$ cat src/rtl/axi_buffer_rr_arb.sv
// axi_buffer_rr_arb: packet-aware round-robin arbiter feeding one buffer write port.
// A grant is held from a packet's first beat until its last beat is accepted.
module axi_buffer_rr_arb #(
    parameter int NUM_REQ     = 4,
    parameter int LOG_NUM_REQ = 2,
    parameter int DATA_WIDTH  = 32,
    parameter int CNT_WIDTH   = 8
) (
    input  logic                          clk,
    input  logic                          rst,
    input  logic [NUM_REQ-1:0]            valid_in,
    input  logic [NUM_REQ-1:0]            last_in,
    input  logic [NUM_REQ*DATA_WIDTH-1:0] data_in,
    output logic [NUM_REQ-1:0]            ready_out,
    output logic [DATA_WIDTH-1:0]         data_out,
    output logic                          valid_out,
    output logic                          last_out,
    output logic [LOG_NUM_REQ-1:0]        id_out,
    input  logic                          ready_in,
    output logic [CNT_WIDTH-1:0]          beat_cnt
);
    typedef enum logic {IDLE, LOCKED} state_t;

    state_t                 state, state_nxt;
    logic [LOG_NUM_REQ-1:0] grant, grant_nxt, rr_ptr, rr_ptr_nxt, winner, sel;
    logic [CNT_WIDTH-1:0]   cnt, cnt_nxt;
    logic                   any, acc, locked;
    logic [DATA_WIDTH-1:0]  data_arr [NUM_REQ];

    function automatic logic [LOG_NUM_REQ-1:0] wrap_inc(input logic [LOG_NUM_REQ-1:0] x);
        return (int'(x) == NUM_REQ - 1) ? '0 : x + 1'b1;
    endfunction

    for (genvar g = 0; g < NUM_REQ; g++) begin : g_unpack
        assign data_arr[g] = data_in[g*DATA_WIDTH +: DATA_WIDTH];
    end

    // Scan from the farthest candidate back to rr_ptr so the nearest valid one wins.
    always_comb begin : p_winner
        int s;
        any    = 1'b0;
        winner = rr_ptr;
        s      = 0;
        for (int k = NUM_REQ - 1; k >= 0; k--) begin
            s = int'(rr_ptr) + k;
            if (s >= NUM_REQ) s = s - NUM_REQ;
            if (valid_in[LOG_NUM_REQ'(s)]) begin
                any    = 1'b1;
                winner = LOG_NUM_REQ'(s);
            end
        end
    end

    assign locked   = (state == LOCKED);
    assign sel      = locked ? grant : winner;
    assign acc      = valid_out & ready_in;
    assign beat_cnt = cnt;

    always_comb begin
        valid_out = ~rst & (locked ? valid_in[grant] : any);
        last_out  = last_in[sel];
        data_out  = data_arr[sel];
        id_out    = (locked || any) ? sel : grant;
        ready_out = '0;
        if (!rst && (locked || any)) ready_out[sel] = ready_in;
    end

    always_comb begin
        state_nxt  = state;
        grant_nxt  = grant;
        rr_ptr_nxt = rr_ptr;
        cnt_nxt    = cnt;
        if (!locked) begin
            if (any && ready_in && last_in[winner]) begin
                rr_ptr_nxt = wrap_inc(winner);
            end else if (any) begin
                state_nxt = LOCKED;
                grant_nxt = winner;
                cnt_nxt   = ready_in ? CNT_WIDTH'(1) : '0;
            end
        end else if (acc && last_out) begin
            state_nxt  = IDLE;
            rr_ptr_nxt = wrap_inc(grant);
            cnt_nxt    = '0;
        end else if (acc && !(&cnt)) begin
            cnt_nxt = cnt + 1'b1;
        end
    end

    always_ff @(posedge clk) begin
        if (rst) begin
            state  <= IDLE;
            grant  <= '0;
            rr_ptr <= '0;
            cnt    <= '0;
        end else begin
            state  <= state_nxt;
            grant  <= grant_nxt;
            rr_ptr <= rr_ptr_nxt;
            cnt    <= cnt_nxt;
        end
    end
endmodule

$ cat config.mk
export PLATFORM = sky130hd
export DESIGN_NAME = axi_buffer_rr_arb
export DESIGN_NICKNAME = d
export VERILOG_FILES = /design/src/rtl/axi_buffer_rr_arb.sv
export SDC_FILE = /design/constraint.sdc
export NUM_CORES = 1
export LEC_CHECK = 0
export CAP_MARGIN = 20
export CORE_MARGIN = 1.5
export CORE_UTILIZATION = 33
export CTS_CLUSTER_SIZE = 10
export DETAILED_ROUTE_END_ITERATION = 10
export PLACE_DENSITY = 0.95
export SKIP_CTS_REPAIR_TIMING = 1
export SLEW_MARGIN = 40
export SYNTH_ARGS = -nofsm -noshare
export SYNTH_HDL_FRONTEND = slang
export SYNTH_SLANG_ARGS = --single-unit
$ cat constraint.sdc
create_clock -name clk -period 8.2 [get_ports clk]
set_input_delay 2.05 -clock clk [delete_from_list [all_inputs] [get_ports clk]]
set_output_delay 2.05 -clock clk [all_outputs]
set_load 0.05 [all_outputs]
==> run summary <==
Dominant cell type by area after synthesis: mux4_2
Register bit total from synthesis: 13
Final Max Slew Viols: 0
Root Driver: clkbuf_8
Final Critical Period: 7.53 ns
Share of post-route cells with drive strength above 1: 0.151
RR Startpoint: locked
Async set or reset register ratio after synthesis: 0
Worst Reg-to-Reg Cells: 8
Vias/cell: 5.48
Met3 usage: 0.0503
Crit start category: input port
Port-buffer cells: 186
Synth area leaders: mux4_2, dfxtp_1, nor2_1
Core area: 5570 um^2
Post-synth top area share: 0.384
Die Span X: 79.6 um
Register share of total power: 0.123
ANT nets after route: 0
Post-synthesis sequential area ratio: 0.135
Area occupied by multi-input gates: 1580 um^2
Measured slew at the worst slew-check pin: 0.569 ns
Post-DP HPWL: 7.36 mm
Max clock buf depth: 2
Max-cap violations: 0
Arrival @ worst endpoint: 5.48 ns
Pwr dens: 162 nW/um^2
Clock slew at reported path FFs: 0.05 ns
Final WL: 8.74 mm
Pre-CTS WS: 0.643 ns
Max Clock Freq: 133 MHz
Vias in the first global route: 2,391
Seq. cell area: 260 um^2
Setup WS post-layout: 0.667 ns
Clock Skew: 0.00301 ns
Syn_nets: 334
Netlist cell types: 55
Fill cell count: 442
Setup-failing EPs final: 0
Total Routing Usage GR: 0.256
Full die area: 6330 um^2
# rows: 27
Relative slew slack: 0.620
Top-level I/O count: 187
Die Y-Extent: 79.6 um
Switching part of the total: 0.487
Yosys warning count: 0
Area Overhead vs Synth: 101%
Most Crowded Layer GR: met2
P_leak: 1.39 nW
Post-synth EDFFs: 0
Number of H-tree levels: 1
ANT cells: 0
Clk Latency, worst-skew pair: 0.24 ns
Worst-path maximum fanout: 23
Largest net degree at the start of global routing: 35
Syn avg cell area: 10.1 um^2
CP required: 6.15 ns
Met2 Usage GRT: 0.491
Residual DRC count: 0
Fin Setup TNS: 0 ns
Fin nets: 513
Sw power: 306 uW
Hold Startpoint: beat_cnt[7]
Main synth FF type: dfxtp_1
Via count: 2,421
CTS tree: yes
Num CTS Buffers: 3
Cell internal pwr: 322 uW
WHS Endpoint: beat_cnt[7]
Clk pwr share: 0.092
Min-Delay Path Class: reg2reg
Gate power share: 0.785
CP Capture Type: primary output
Cells after Synth: 192
Initial drt markers: 80
Unrepaired setup endpoints after global routing: false
Crit path kind: in2out
M1 GR Usage: 0.284
FF-to-FF End: beat_cnt[7]
Hold Fails Final Rpt: 0
Final period utilization: 0.919
1st-pass router iterations: 4
Routability cong.: 0.916
Initial antenna violation count: 0
Cell Area, Synth: 1930 um^2
Total gr overflow: 0
Initial core utilization: 0.347
Hold depth: 1
Drt wl/cell: 19.8 um
Max VDD drop: 114 uV
First-pass GRT wire length: 12.3 mm
Status: complete, no violations
Reg2reg setup slack: 5.57 ns
CTS Sinks: 13
-- cell families after synthesis --
group | Yosys count | synth area share
AOI/OAI and AO/OA | 50 | 0.191
adders and majority gates | 3 | 0.0194
buffers and inverters | 20 | 0.0576
DFF | 13 | 0.135
muxes | 37 | 0.406
and+or+nand+nor | 69 | 0.192
-- per-stage QoR --
stage                     utilization  power, mW  cells  instance area, um^2  hold WS [ns]
final                           0.698      0.629    442                 3890         0.537
after global routing            0.698      0.652    442                 3890         0.553
after CTS                       0.696      0.630    441                 3880         0.539
after detailed placement        0.688      0.571    437                 3840         0.517
after global placement          0.688      0.563    437                 3840         0.525
after floorplan                     -      0.394    192                 1930         0.638
-- power by group through the flow --
stage,registers (mW),logic (mW),clock network [mW]
after global placement,0.0783,0.485,0
after global routing,0.0783,0.511,0.0619
after detailed placement,0.0786,0.493,0
final,0.0774,0.493,0.0579
after CTS,0.0772,0.494,0.0585
after floorplan,0.0759,0.318,0
-- cell usage after synthesis, types with 2 or more instances --
library cell	number
or3_1	7
mux2i_1	3
clkbuf_1	6
nand2_1	13
inv_1	4
a31oi_1	2
nand2b_1	4
or2_2	2
a21oi_1	8
buf_2	3
a21o_1	7
ha_1	3
nor2_1	17
mux4_2	33
nand3_1	6
o31a_1	2
dfxtp_1	13
o21ai_0	10
a211oi_1	3
nand4b_1	2
buf_6	2
buf_4	4
nor3_1	4
nor2b_1	3
-- registers in the layout (all words and copies together) (netlist names) --
register  cells
rr_ptr        2
beat_cnt      8
grant         2
locked        1
-- cell usage in the layout, fill, tap and decap left out, types with 6 or more instances in the layout --
cell type        Yosys  layout
mux4_2              33      33
o21ai_0             10      10
clkdlybuf4s50_1      0     186
or3_1                7       7
a21o_1               7       6
a21oi_1              8       8
nand2_1             13      13
nor2_1              17      17
dfxtp_1             13      13
nand3_1              6       6
-- worst max-delay path, cell delays in order --
cell             delay [ns]
clkdlybuf4s50_1        0.62
nor2b_1                0.11
a2111oi_2              0.48
nor2_2                 0.12
nor2_1                 0.18
a21o_2                 0.38
buf_12                 0.26
mux4_2                 0.53
clkdlybuf4s50_1        0.73
-- area by class of cell --
| class | instances | share of cell area |
|---|---|---|
| clock buffers | 4 | 0.0116 |
| inverters | 5 | 0.00546 |
| multi-input cells | 159 | 0.406 |
| flip-flops and latches | 13 | 0.0669 |
| well taps | 72 | 0.0231 |
| repair buffers | 189 | 0.487 |
-- metal layers --
metal / vias to the layer above / wire, um
met5: - / 0
met4: 0 / 153
met3: 13 / 684
met2: 111 / 4710
met1: 1166 / 3190
li1: 1131 / -
-- how the worst max path moves through the flow --
stage	startpoint	end	cells after the start
3_5_place_dp	valid_in[3]	data_out[7]	9
3_3_place_gp	valid_in[3]	data_out[17]	9
6_report	valid_in[3]	data_out[7]	9
4_1_cts	valid_in[3]	data_out[7]	9
5_1_grt	valid_in[3]	data_out[7]	9
2_1_floorplan	valid_in[3]	ready_out[1]	9
Power figures use the tool's default switching activity.
